## src/rtl/input_arb_pkg.sv

```systemverilog
// Shared types and sizing helpers for the per-input-port VC arbiter.
package input_arb_pkg;

    typedef enum logic [1:0] {
        IDLE = 2'd0,
        REQ  = 2'd1,
        XFER = 2'd2
    } arb_state_t;

    function automatic int unsigned vc_tot(input int unsigned vc_num, input int unsigned prio_num);
        return vc_num * prio_num;
    endfunction

    // Index width that never collapses to zero bits for single-entry ranges.
    function automatic int unsigned idx_w(input int unsigned n);
        return (n > 1) ? $clog2(n) : 1;
    endfunction

endpackage

```

## src/rtl/class_rr_picker.sv

```systemverilog
// Picks the first requester at or after ptr within one priority class, wrapping.
module class_rr_picker
    import input_arb_pkg::*;
#(
    parameter  int unsigned vc_num = 3,
    localparam int unsigned PW     = idx_w(vc_num)
) (
    input  logic [vc_num-1:0] req,
    input  logic [PW-1:0]     ptr,
    output logic              valid,
    output logic [PW-1:0]     idx
);

    int unsigned cand;
    logic [PW-1:0] cand_idx;

    always_comb begin
        valid    = 1'b0;
        idx      = '0;
        cand     = 0;
        cand_idx = '0;
        for (int unsigned i = 0; i < vc_num; i++) begin
            cand = 32'(ptr) + i;
            if (cand >= vc_num) cand = cand - vc_num;
            cand_idx = PW'(cand);
            if (!valid && req[cand_idx]) begin
                valid = 1'b1;
                idx   = cand_idx;
            end
        end
    end

endmodule

```

## src/rtl/input_vc_arbiter.sv

```systemverilog
// Input-port VC arbiter: class priority, then round-robin (INPUT_ARB_RR_EN) or
// lowest-index-first within a class; holds the chosen VC until its last flit.
module input_vc_arbiter
    import input_arb_pkg::*;
#(
    parameter  int unsigned vc_num     = 3,
    parameter  int unsigned prio_num   = 2,
    parameter  int unsigned output_num = 8,
    localparam int unsigned VC_TOT     = vc_tot(vc_num, prio_num),
    localparam int unsigned DW         = idx_w(output_num),
    localparam int unsigned VW         = idx_w(VC_TOT)
) (
    input  logic                  clk,
    input  logic                  resetn,
    input  logic [VC_TOT-1:0]     i_has_packet,
    input  logic [output_num-1:0] i_dest      [VC_TOT],
    input  logic [VW-1:0]         i_output_vc [VC_TOT],
    input  logic                  i_last,
    input  logic                  i_gnt,
    output logic                  o_req,
    output logic [DW-1:0]         o_req_dest,
    output logic [VW-1:0]         o_req_output_vc,
    output logic [VW-1:0]         o_selected_vc,
    output logic                  o_cts,
    output logic                  o_busy
);

    localparam int unsigned PW = idx_w(vc_num);
    localparam int unsigned CW = idx_w(prio_num);

    arb_state_t state, state_n;

    logic [prio_num-1:0] cls_valid;
    logic [PW-1:0]       cls_idx [prio_num];
    logic [PW-1:0]       cls_ptr [prio_num];

    logic [VW-1:0] win_vc;
    logic          load;
    logic          grant_take;
    logic          cts_q;

    for (genvar p = 0; p < prio_num; p++) begin : g_cls
        class_rr_picker #(
            .vc_num(vc_num)
        ) u_pick (
            .req  (i_has_packet[p*vc_num +: vc_num]),
            .ptr  (cls_ptr[p]),
            .valid(cls_valid[p]),
            .idx  (cls_idx[p])
        );
    end

    // Later (higher) classes overwrite earlier ones, so the top non-empty class wins.
    always_comb begin
        win_vc = '0;
        for (int unsigned p = 0; p < prio_num; p++) begin
            if (cls_valid[p]) win_vc = VW'(p * vc_num + 32'(cls_idx[p]));
        end
    end

`ifdef INPUT_ARB_RR_EN
    logic [PW-1:0] rr_ptr [prio_num];
    logic [CW-1:0] sel_cls;
    logic [PW-1:0] next_off;
    int unsigned   sel_off;

    always_comb begin
        sel_cls  = CW'(32'(o_selected_vc) / vc_num);
        sel_off  = 32'(o_selected_vc) % vc_num;
        next_off = (sel_off + 1 == vc_num) ? '0 : PW'(sel_off + 1);
        for (int unsigned p = 0; p < prio_num; p++) cls_ptr[p] = rr_ptr[p];
    end

    always_ff @(posedge clk or negedge resetn) begin
        if (!resetn) begin
            for (int unsigned p = 0; p < prio_num; p++) rr_ptr[p] <= '0;
        end else if (grant_take) begin
            rr_ptr[sel_cls] <= next_off;
        end
    end
`else
    always_comb begin
        for (int unsigned p = 0; p < prio_num; p++) cls_ptr[p] = '0;
    end
`endif

    always_ff @(posedge clk or negedge resetn) begin
        if (!resetn) state <= IDLE;
        else         state <= state_n;
    end

    always_comb begin
        state_n    = state;
        load       = 1'b0;
        grant_take = 1'b0;
        case (state)
            IDLE: begin
                if (|i_has_packet) begin
                    load    = 1'b1;
                    state_n = REQ;
                end
            end
            REQ: begin
                // Withdrawal takes precedence over a same-cycle grant.
                if (!i_has_packet[o_selected_vc]) begin
                    state_n = IDLE;
                end else if (i_gnt) begin
                    grant_take = 1'b1;
                    state_n    = XFER;
                end
            end
            XFER: begin
                if (i_last) state_n = IDLE;
            end
            default: state_n = IDLE;
        endcase
    end

    always_ff @(posedge clk or negedge resetn) begin
        if (!resetn) begin
            o_selected_vc   <= '0;
            o_req_dest      <= '0;
            o_req_output_vc <= '0;
            cts_q           <= 1'b0;
        end else begin
            cts_q <= grant_take;
            if (load) begin
                o_selected_vc   <= win_vc;
                o_req_dest      <= i_dest[win_vc][DW-1:0];
                o_req_output_vc <= i_output_vc[win_vc];
            end
        end
    end

    if (output_num > DW) begin : g_dest_hi
        logic dest_hi_unused;
        always_comb begin
            dest_hi_unused = 1'b0;
            for (int unsigned v = 0; v < VC_TOT; v++) begin
                dest_hi_unused = dest_hi_unused ^ (^i_dest[v][output_num-1:DW]);
            end
        end
    end

    assign o_req  = (state == REQ);
    assign o_busy = (state != IDLE);
    assign o_cts  = cts_q;

endmodule

```

## config.mk

```make
export PLATFORM = sky130hd
export DESIGN_NAME = input_vc_arbiter
export DESIGN_NICKNAME = d
export VERILOG_FILES = /design/src/rtl/input_arb_pkg.sv /design/src/rtl/class_rr_picker.sv /design/src/rtl/input_vc_arbiter.sv
export SDC_FILE = /design/constraint.sdc
export NUM_CORES = 1
export LEC_CHECK = 0
export BUFFER_PORTS_ARGS = -buffer_cell sky130_fd_sc_hd__buf_2
export CAP_MARGIN = 20
export CORE_MARGIN = 5
export CORE_UTILIZATION = 34
export CTS_CLUSTER_DIAMETER = 50
export DETAILED_ROUTE_END_ITERATION = 10
export PLACE_DENSITY = 0.74
export SETUP_SLACK_MARGIN = 0.4
export SKIP_LAST_GASP = 1
export SYNTH_ARGS = -nofsm -noshare
export SYNTH_HDL_FRONTEND = slang
export SYNTH_SLANG_ARGS = --single-unit
```

## constraint.sdc

```tcl
create_clock -name clk -period 1.5 [get_ports clk]
set_input_delay 0.375 -clock clk [delete_from_list [all_inputs] [get_ports clk]]
set_output_delay 0.375 -clock clk [all_outputs]
set_load 0.02 [all_outputs]
```

Yosys cells after proc, flatten, opt, wreduce, memory -nomap -nowiden

Cells that the tools add are included.

$add $sub $neg: 1
$lt $le $gt $ge: 2
Bitwise operators: 1
Multiplexer cells: 30
Equal/unequal tests: 5
Reductions and logical operators: 12

Operators with widths:

| cell                  | count |
|---|---|
| $bmux W8 S3           | 1 |
| $mux W3               | 5 |
| $mux W1               | 14 |
| $mux W2               | 7 |
| $bmux W3 S3           | 1 |
| $pmux W2 S3           | 1 |
| $reduce_or A6 Y1      | 1 |
| $ge A4 B4 Y1 const B  | 1 |
| $logic_and A1 B1 Y1   | 4 |
| $logic_not A1 Y1      | 4 |
| $lt A3 B4 Y1 const B  | 1 |
| $ne A2 B2 Y1 const B  | 2 |
| $not A3 Y4            | 1 |
| $add A2 B2 Y3 const A | 1 |
| $bmux W1 S3           | 1 |
| $ne A3 B3 Y1 const B  | 1 |
| $reduce_and A3 Y1     | 1 |
| $eq A2 B1 Y1 const B  | 1 |
| $eq A2 B2 Y1 const B  | 1 |
| $logic_not A2 Y1      | 1 |
| $reduce_bool A2 Y1    | 1 |

Flip-flop bits (word level): 12

Logic depth before layout (Yosys ltp)

Gate-level depths: netlist (run 1).

Word-level depth: 13
Mapped depth: 6

Hierarchy

From an unflattened synthesis (run 1), not the netlist that was laid out.

Cells, all modules: 153
Area, all modules: 1400.1 um^2

Modules (own cells, without submodules):

| module           | area each (um^2) | seq. area each (um^2) | cells an instance | times used |
|---|---|---|---|---|
| input_vc_arbiter | 897.1            | 300.3                 | 89                | 1 |
| class_rr_picker  | 251.5            | 0.0                   | 32                | 2 |

Worst setup path after synthesis (run 1)

OpenSTA, ideal clock, no wires.

Path kind: reg2reg
From: register o_selected_vc[0]
To: register state[1]
Stages on the path, launching flop included: 5
Arrival time: 1.484 ns
Data required time: 1.379 ns
Setup slack: -0.105 ns
Path buffers: 0
Library setup time: 0.121 ns
Period minus slack after synthesis: 1.605 ns
Cells stage by stage: dfrtp_1 > mux4_2 > a22oi_1 > nor2b_1 > a22o_1

Word-level cells in the longest chain between the ends: 4
Elaborated cells between the ends (all ways): 6
Those cells by class: eq/ne: 1; mux: 4; reduce/logical: 1

RTL lines:

| item                                                              | RTL line                | source |
|---|---|---|
| start, declared                                                   | input_vc_arbiter.sv:23  | `output logic [VW-1:0] o_selected_vc,` |
| start signal, assigned                                            | input_vc_arbiter.sv:128 | `o_selected_vc <= win_vc;` |
| $bmux W1 S3 *                                                     | input_vc_arbiter.sv:105 | `if (!i_has_packet[o_selected_vc]) begin` |
| $mux W1 (implied by the code) *                                   | input_vc_arbiter.sv:105 |  |
| $ne A3 B3 Y1 (no line) / $mux W2 (equally long branches)          | n/a                     |  |
| $reduce_and A3 Y1 (no line) / $pmux W2 S3 (equally long branches) | n/a                     |  |
| end signal, assigned                                              | input_vc_arbiter.sv:89  | `else state <= state_n;` |
| end, declared                                                     | input_vc_arbiter.sv:31  | `arb_state_t state, state_n;` |

Mark *: on every way between the ends. The rest lies on a longest branch, timed or not. The select of a mux whose other input is x is not followed.
A chain may end at the register's enable or synchronous reset.

Worst setup path after layout (run 1)

From: register state[0]
To: register o_req_dest[2]

Word-level cells in the longest chain between the ends: 2

RTL lines:

| item                 | RTL line                | source |
|---|---|---|
| $logic_not A2 Y1     | input_vc_arbiter.sv:96  | `case (state)` |
| $mux W1              | input_vc_arbiter.sv:96  |  |
| end signal, assigned | input_vc_arbiter.sv:129 | `o_req_dest <= i_dest[win_vc][DW-1:0];` |
| end, declared        | input_vc_arbiter.sv:21  | `output logic [DW-1:0] o_req_dest,` |

No other way between the ends.

==> metrics.cfg, run 1 <==
[yosys]
ys_top_cells_by_area = dfrtp_1, a21oi_1, mux2i_1
yosys_register_bits = 12
netlist.area_leader.share_pct = 30.4
avgSynthCellArea_um2 = 8.37
yosysTopAreaCell = dfrtp_1
synth_fp_nets = 194
yosysWarnings = 0
yosysMostFrequentCell = a21oi_1
ys_types = 26
synth_ff_type = dfrtp_1
synth_common_cells = a21oi_1, dfrtp_1, nor2_1, o21ai_0
synthArstFlopShare_pct = 100
ys_seq_area_share_pct = 30.4
synth_edf_count = 0
netlist_area_um2 = 987
syn_inst = 118

[timing]
post-route-period-util_pct = 101
grt_setup_unrepaired = yes
slew_headroom_pct = 69.9
slew_violations = 0
finalSetupViolCount = 2
worstMarginPinSlew_ps = 451
finClkSkew_ps = 2.95
hold_viol_final = 0
period_needed_ps = 1510
fmax_mhz = 662
post-route-worst-setup-slack_ps = -11.5

[critical_path]
end_kind = flip-flop
required_ps = 1660
cp-start-kind = flip-flop
critPathMaxFanout = 5
reg2reg_from = state[0]
crit_type = reg -> reg
cp_data_arrival_time_ps = 1670
startpoint = state[0]

[detailed_routing]
firstDrtPassIters = 5
antenna_left = 0
viasPerCell = 5.41
drc = 0
detail_route.wl_per_cell_um = 15.6
drt_wl_total_um = 3570
vias = 1240
drt_iter0_drc = 61

[global_routing]
grt_pass1_vias = 1260
track_usage_pct = 16.8
grt_pass1_wl_um = 5460
grt-ovfl-total = 0
antenna_found_initial = 0
grt_max_degree = 21

[finish]
layoutNonFillerInstCount = 229
insertedDiodeCount = 0
area.growth.synth_to_final_pct = 72.2
fill_cells = 250
stdcell_area_um2 = 1700
num-nets-final = 275
drive_above_1_share_pct = 54.0

[place]
placed_area_um2 = 1420
dpl.hpwl_um = 2630
placed_cells = 213
io_buffer_count = 57
place.gp.congestion = 0.803

[power_and_ir_drop]
power_w = 0.00271
vdd.ir_drop.worst_mv = 0.984
p_leak_nw = 0.791
power_density_nw_per_um2 = 1590

[clocking]
clk_latency_ps = 290
cts_max_path_buffers = 2
path_clk_slew_ps = 80
cts_buffers = 3
cts.sinks = 12
cts_max_level = 1
clock-root-buffer = clkbuf_4
cts_tree = built

[min_path]
holdCritStartpoint = i_gnt
hold_path_class = in -> reg

[outcome]
status = finished, violations left
violations = negative setup slack

[floorplanning]
chipWidth_um = 63.9
core.rowCount = 19
die-area_um2 = 4080
core_area_um2 = 2780
start_util_pct = 35.5
die_height_um = 63.9
pin_count = 88

[run]
drv_cap = 0

## kinds of logic (layout without fill, tap and decap cells)
logic type | after synthesis | after routing | share of synthesized area [%]
simple gates | 45 | 45 | 28.5
compound gates | 40 | 40 | 25.1
buf+inv | 12 | 92 | 5.32
mux | 9 | 9 | 10.6
flops | 12 | 12 | 30.4
## critical path, stage by stage (launching register included)
cell and delay (ps):
dfrtp_1 400, nor2_2 150, buf_4 130, a21boi_4 190, buf_6 160, mux2i_2 250, o31ai_1 110
## metrics by stage
step                      utilization, %  hold WS [ps]  setup TNS, ps  setup WS, ps
after detailed placement            51.1           268          -2290          -287
final                               61.1           337          -16.1         -11.5
after global placement              51.1           267          -1960          -235
after CTS                           59.0           332              0          7.44
after global routing                61.1           335           -337         -72.8
after floorplan                        -          79.4              0          6.21
## placed cells by master, fill, tap and decap left out, types with 3 or more instances in the layout
master    count
nor2b_1       4
nand2_1       6
mux2i_1       5
nor4b_1       6
a21oi_1      13
or4_1         6
a211oi_2      4
o21ai_0       6
buf_6        20
buf_2        44
nor2_1        9
clkbuf_4      3
o31ai_1       6
buf_4        20
nand3b_1      6
dfrtp_1      11
## state kept, by name, indices dropped and copies added (netlist names)
name and flops:
o_req_dest 3, o_cts 1, state 2, o_req_output_vc 3
o_selected_vc 3
## layer usage
metal | share of wire, % | vias to the layer above | global-route usage [%]
met5 | 0 | - | 0
met4 | 3.0 | 0 | 8.57
met3 | 7.0 | 9 | 2.45
met2 | 47 | 54 | 28.1
met1 | 43 | 568 | 20.8
li1 | - | 609 | -
## layout make-up
type | instances | area [um2] | area share, %
Inverter | 3 | 13.8 | 0.809
Sequential cell | 12 | 302 | 17.7
Timing Repair Buffer | 85 | 606 | 35.6
Tap cell | 31 | 38.8 | 2.28
Multi-Input combinational cell | 94 | 704 | 41.4
Clock buffer | 4 | 36.3 | 2.13
## power breakdown
group	total, W	internal (W)	leakage [nW]	switching [W]
Combinational	0.00184	0.00104	0.626	0.000797
Sequential	0.000608	0.000483	0.144	0.000126
Clock	0.000266	0.000148	0.0210	0.000117
Total	0.00271	0.00167	0.791	0.00104
## worst paths after layout
path	endpoint	slack, ps	cells after the start
max	o_req_dest[2]	-10	6
max in group asynchronous	o_selected_vc[0]	780	2
min	o_cts	340	2
min in group asynchronous	o_req_dest[1]	490	2
min reg2reg	o_req_output_vc[0]	530	2
max reg2reg	o_req_dest[2]	-10	6
## timing repair
item	CTS	global route
hold buffers	1	0
buffers inserted	5	5
hold endpoints to repair	12	0
gates resized for setup	41	7
pin swaps	4	1
endpoints found under the setup margin	24	24
cloned	1	0
Power figures use the tool's default switching activity.
==> run 2: changes to the inputs <==
- CORE_ASPECT_RATIO: unset -> 1.25
- CORE_UTILIZATION: 34 -> 37
- PLACE_DENSITY: 0.74 -> 0.76
- clock period: 1.5 -> 1.4 ns (I/O delays scaled with it)
==> run 2 against run 1 <==
Compared with the run above:
- the run still ends with negative setup slack left
- clock-buffer cell count did not move
- sequential cell count unchanged
- fmax rose by 2.9%
- worst hold slack got worse by 8.4 ps
- via count grew 0.89%
- global-route usage grew 2.9 points
- core utilization increased by 5.2 points
- clock skew is 5.5 ps higher
- final cell count rose by 0.44%
- register-to-register slack worse by 60 ps
- combinational power up 6%
- largest cell class unchanged
- largest power group unchanged
==> metrics.cfg, run 2 (synthesized netlist as in run 1, its figures left out) <==
[outcome]
status = finished, violations left
violations = negative setup slack

[timing]
finClkSkew_ps = 8.43  ; +5.48 ps
period_needed_ps = 1470  ; -41.9 ps
fin_hold_ws_ps = 328  ; -8.39 ps
slew_headroom_pct = 65.4  ; -4.5 points
worstMarginPinSlew_ps = 518  ; +66.9 ps
finalSetupViolCount = 6  ; +4
grt_setup_unrepaired = yes
fmax_mhz = 680  ; +2.9%
post-route-worst-setup-slack_ps = -69.6  ; -58.1 ps
post-route-period-util_pct = 105  ; +4.2 points
hold_viol_final = 0  ; unchanged
slew_violations = 0  ; unchanged

[clocking]
path_clk_slew_ps = 80  ; about the same
cts_max_path_buffers = 2  ; unchanged
cts_buffers = 3  ; unchanged
cts_tree = built
cts.sinks = 12  ; unchanged
clock-root-buffer = clkbuf_4
clk_latency_ps = 270  ; -20 ps
cts_max_level = 1  ; unchanged

[critical_path]
ff2ff_setup_slack_ps = -70  ; -60 ps
slowest_stage = mux4_2
cp-endpoint = state[1]
reg2reg_from = o_selected_vc[0]
critPathMaxFanout = 3  ; -2
rr_endpoint = state[1]
reg2regPathDepth = 4  ; -2
cp-start-kind = flip-flop
end_kind = flip-flop
startpoint = o_selected_vc[0]
critPathMaxStageDelay_ps = 510  ; +110 ps
cp_data_arrival_time_ps = 1640  ; -30 ps
crit_type = reg -> reg
required_ps = 1570  ; -90 ps
path_cells = mux4_2 > a22oi_2 > nor2b_2 > a22o_1

[power_and_ir_drop]
vdd.ir_drop.worst_mv = 1.04  ; +5.9%
power_density_nw_per_um2 = 1630  ; +2.3%
p_leak_nw = 0.796  ; +0.60%
power_w = 0.00284  ; +4.8%

[global_routing]
grt_pass1_wl_um = 5940  ; +8.7%
grt-busiest-layer = met2
grt-ovfl-total = 0  ; unchanged
track_usage_pct = 19.7  ; +2.9 points
met2_usage_pct = 36.5  ; +8.4 points
grt_max_degree = 16  ; -24%
antenna_found_initial = 0  ; unchanged
grt.met3_usage_pct = 3.82  ; +1.4 points
use_met1_pct = 20.8  ; -0.054 points
grt_pass1_vias = 1386  ; +10%

[finish]
fin_util_pct = 66.3  ; +5.2 points
num-nets-final = 273  ; -0.73%
insertedDiodeCount = 0  ; unchanged
top_regs = o_req_dest: 3 flops, o_req_output_vc: 3 flops, o_selected_vc: 3 flops
layout_commonest_cell = buf_2
fill_cells = 224  ; -10%
drive_above_1_share_pct = 57.1  ; +3.1 points
area.growth.synth_to_final_pct = 76.4
layout_common_cells = buf_2, buf_6, buf_4
layoutNonFillerInstCount = 230  ; +0.44%

[min_path]
hold_path_class = in -> reg

[detailed_routing]
antenna_left = 0  ; unchanged
drt_wl_total_um = 3570  ; -0.14%
firstDrtPassIters = 6  ; +1
drt_iter0_drc = 22  ; -64%
vias = 1251  ; +0.89%
drc = 0  ; unchanged
detail_route.wl_per_cell_um = 15.5  ; -0.57%
viasPerCell = 5.44  ; +0.45%

[floorplanning]
core_area_um2 = 2630  ; -5.5%
pin_count = 88  ; unchanged
die_height_um = 67.8  ; +6.0%
start_util_pct = 37.6  ; +2.1 points
core.rowCount = 21  ; +2
chipWidth_um = 56.2  ; -12%
die-area_um2 = 3810  ; -6.7%

[place]
placed_cells = 216  ; +1.4%
dpl.hpwl_um = 2630  ; +0.12%
io_buffer_count = 57  ; unchanged
place.gp.congestion = 0.836  ; +4.2%

[run]
drv_cap = 0  ; unchanged

==> run 2: how the worst min path moves through the flow <==
stage / from / depth (start not counted) / endpoint
2_1_floorplan: resetn / 0 / o_cts
3_3_place_gp: resetn / 1 / o_cts
3_5_place_dp: resetn / 1 / o_cts
4_1_cts: i_gnt / 2 / o_cts
5_1_grt: i_gnt / 2 / o_cts
6_report: i_gnt / 2 / o_cts
==> run 2: report_power, final <==
part	total [W]	switching [W]	internal [W]	leakage [nW]
registers	0.000665	0.000148	0.000517	0.144
logic	0.00195	0.000848	0.00110	0.636
clock network	0.000224	0.000114	0.000110	0.0150
==> run 2: per-layer routing <==
layer  share of wire [%]  up-vias
li1                    -      601
met1                  38      586
met2                  52       54
met3                 7.8       10
met4                 2.8        0
met5                   0        -
==> run 2: timing repair <==
action | CTS | global route
pin swaps | 2 | 2
setup endpoints to repair | 24 | 24
hold buffers | 1 | 0
setup buffers | 6 | 3
gates resized for setup | 44 | 7
hold endpoints to repair | 12 | 0
==> run 2: stage by stage <==
step / TNS, ps / cell area [um2] / setup slack [ps]
finish: -125 / 1740 / -69.6
detailed placement: -3080 / 1430 / -350
floorplan: -392 / 1060 / -93.8
global route: -922 / 1740 / -115
global placement: -2620 / 1430 / -300
CTS: -98.0 / 1690 / -58.4
==> run 2: layout make-up <==
class	instances	area (um2)	area share [%]
Inverter	3	11.3	0.647
Multi-Input combinational cell	94	761	43.7
Sequential cell	12	302	17.3
Timing Repair Buffer	83	599	34.4
Clock buffer	4	26.3	1.51
Tap cell	34	42.5	2.44
==> run 2: worst max-delay path: cells and delay by family, from the launching register on <==
family / cells / cell delay (ps)
mux: 1 / 510
flops: 1 / 400
compound gates: 2 / 390
simple gates: 1 / 70
==> run 3: changes to the inputs <==
- ABC_AREA: unset -> 1
- CORE_UTILIZATION: 37 -> 39
- PLACE_DENSITY: 0.76 -> 0.78
==> run 3 against run 2 <==
Compared with the run above:
- the run now ends clean
- highest routed layer unchanged
- wire length is 5.1% higher
- sequential power rose by 1%
- sequential cell count did not move
- first-iteration DRC count increased to 2.9 times the previous value
- synthesized cell count rose by 42%
- clock power hardly changed
- clock skew fell by 0.89 ps
- combinational power grew 9%
==> metrics.cfg, run 3 <==
[floorplanning]
chipWidth_um = 56.7  ; +0.90%
die_height_um = 68.4  ; +0.94%
pin_count = 88  ; unchanged
die-area_um2 = 3880  ; +1.8%
core_area_um2 = 2650  ; +1.0%
core.rowCount = 21  ; unchanged
start_util_pct = 40.1  ; +2.5 points

[place]
io_buffer_count = 57  ; unchanged
place.gp.congestion = 0.824  ; -1.4%
dpl.hpwl_um = 2530  ; -3.9%
placed_cells = 263  ; +22%
place_ws_ps = -88.3  ; +262 ps

[critical_path]
critPathMaxFanout = 3  ; unchanged
cp-start-kind = flip-flop
crit_type = reg -> out
required_ps = 1050  ; -520 ps
cp_data_arrival_time_ps = 1030  ; -610 ps
ff2ff_setup_slack_ps = 90  ; +160 ps
end_kind = output port

[clocking]
cts_buffers = 3  ; unchanged
cts_max_path_buffers = 2  ; unchanged
cts_max_level = 1  ; unchanged
clock-root-buffer = clkbuf_4
cts.sinks = 12  ; unchanged
clk_latency_ps = 280  ; about the same
path_clk_slew_ps = 70  ; about the same
cts_tree = built

[finish]
layout_commonest_cell = buf_2
num-nets-final = 317  ; +16%
fill_cells = 248  ; +11%
layoutNonFillerInstCount = 274  ; +19%
fin_util_pct = 67.8  ; +1.6 points
area.growth.synth_to_final_pct = 69.3
top_regs = o_req_dest: 3 flops, o_req_output_vc: 3 flops, o_selected_vc: 3 flops
insertedDiodeCount = 0  ; unchanged
drive_above_1_share_pct = 49.6  ; -7.6 points
layout_common_cells = buf_2, nand3_1, nand2_1

[power_and_ir_drop]
vdd.ir_drop.worst_mv = 1.31  ; +26%
sequentialPowerShare_pct = 22.2  ; -1.2 points
power_density_nw_per_um2 = 1680  ; +2.9%
clkPwrFrac_pct = 7.5  ; -0.4 points
comb_power_share_pct = 70.3  ; +1.6 points
power_w = 0.00302  ; +6.4%
p_leak_nw = 0.940  ; +18%
switching_share_pct = 45.8  ; +6.7 points
internal_power_w = 0.00164  ; -5.4%
p_sw_w = 0.00139  ; +25%

[yosys]
avgSynthCellArea_um2 = 6.33  ; -24%
yosys_register_bits = 12  ; unchanged
synth_fp_nets = 244  ; +26%
synthArstFlopShare_pct = 100  ; unchanged
synth_common_cells = nand2_1, nand3_1, nor2_1, inv_1, dfrtp_1
ys_top_cells_by_area = dfrtp_1, nand3_1, nand2_1
yosysMostFrequentCell = nand2_1
synth_ff_type = dfrtp_1
synth_edf_count = 0  ; unchanged
ys_seq_area_share_pct = 28.2  ; -2.2 points
ys_types = 19  ; -27%
yosysTopAreaCell = dfrtp_1
netlist_area_um2 = 1060  ; +7.7%
syn_inst = 168  ; +42%
yosysWarnings = 0  ; unchanged
netlist.area_leader.share_pct = 28.2  ; -2.2 points

[global_routing]
antenna_found_initial = 0  ; unchanged
grt_pass1_vias = 1274  ; -8.1%
grt_pass1_wl_um = 5200  ; -13%
grt_max_degree = 14  ; -2
track_usage_pct = 17.2  ; -2.5 points
grt-ovfl-total = 0  ; unchanged

[detailed_routing]
drt_wl_total_um = 3750  ; +5.1%
firstDrtPassIters = 4  ; -2
drc = 0  ; unchanged
viasPerCell = 4.99  ; -8.3%
detail_route.wl_per_cell_um = 13.7  ; -12%
drt_iter0_drc = 63  ; +190%
antenna_left = 0  ; unchanged
vias = 1367  ; +9.3%

[timing]
hold_viol_final = 0  ; unchanged
post-route-worst-setup-slack_ps = 19.4  ; +89.0 ps
fmax_mhz = 724  ; +6.4%
finalSetupViolCount = 0  ; -6
finClkSkew_ps = 7.53  ; -0.893 ps
slew_violations = 0  ; unchanged
slew_headroom_pct = 82.7  ; +17 points
fin_hold_ws_ps = 257  ; -71.2 ps
post-route-period-util_pct = 98.6  ; -6.4 points
worstMarginPinSlew_ps = 260  ; -258 ps
grt_setup_unrepaired = yes
period_needed_ps = 1380  ; -89.0 ps

[min_path]
hold_path_class = in -> reg

[outcome]
status = complete, no violations

[run]
drv_cap = 0  ; unchanged

## run 3: changes by cell type after synthesis, moves of 6 or more
| cell | before | now |
|---|---|---|
| a211oi_1 | 6 | 0 |
| a21oi_1 | 14 | 6 |
| inv_1 | 3 | 24 |
| mux2i_1 | 6 | 0 |
| nand2_1 | 6 | 31 |
| nand3_1 | 0 | 29 |
| nor2_1 | 11 | 28 |
| nor4b_1 | 6 | 0 |
| o211ai_1 | 0 | 6 |
| o31ai_1 | 6 | 0 |
| or4_1 | 6 | 0 |
## run 3: final timing paths
check / start / cells after the start / end
worst max register to register: state[1] / 8 / o_req_dest[0]
max in group asynchronous: resetn / 2 / o_selected_vc[0]
min in group asynchronous: resetn / 2 / o_selected_vc[1]
worst min register to register: o_req_output_vc[1] / 2 / o_req_output_vc[1]
worst min-delay path: i_last / 2 / state[1]
worst max-delay path: state[1] / 2 / o_req
## run 3: area by class of cell
type | count | area (um2) | area share, %
clock buffer | 4 | 26.3 | 1.46
multi-input combinational | 124 | 769 | 42.7
tap | 34 | 42.5 | 2.36
timing repair buffer | 73 | 532 | 29.5
inverter | 27 | 129 | 7.16
sequential | 12 | 302 | 16.7
## run 3: kinds of logic (layout without fill, tap and decap cells)
kind of cell           after synthesis  count (layout)  share of synthesized area [%]
AOI/OAI and AO/OA                   23              23                           13.2
buffers and inverters               32             104                           13.6
DFF                                 12              12                           28.2
and+or+nand+nor                    101             101                           44.9
## run 3: what timing repair did
item | in CTS | in global routing
buffers inserted | 4 | 2
hold buffers | 1 | 0
gates resized for setup | 37 | 35
gates cloned | 0 | 0
endpoints found under the setup margin | 24 | 24
pin swaps | 3 | 15
endpoints found under the hold margin | 12 | 0
## run 3: stage by stage
step | instance area [um2] | setup TNS [ps]
final | 1800 | 0
after global routing | 1800 | -22.2
after CTS | 1660 | 0
after detailed placement | 1490 | -322
after global placement | 1490 | -300
after floorplan | 1110 | 0
## run 3: routing by layer
layer,up-vias,part of all wire [%],GRT usage [%]
met5,-,0,0
met4,0,3.0,5.93
met3,11,6.2,3.96
met2,49,55,32.2
met1,618,36,19.1
li1,689,-,-
## run 3: power by group through the flow
| stage | sequential, W | clock (W) | combinational, W |
|---|---|---|---|
| after floorplan | 0.000814 | 0 | 0.000654 |
| after global placement | 0.000645 | 0 | 0.00124 |
| after detailed placement | 0.000653 | 0 | 0.00126 |
| after CTS | 0.000664 | 0.000224 | 0.00169 |
| after global routing | 0.000683 | 0.000253 | 0.00228 |
| final | 0.000672 | 0.000227 | 0.00212 |
## run 3: worst max-delay path, stage by stage (launching register included)
cell and delay, ps:
dfrtp_1 420, nor2_2 180, buf_6 140
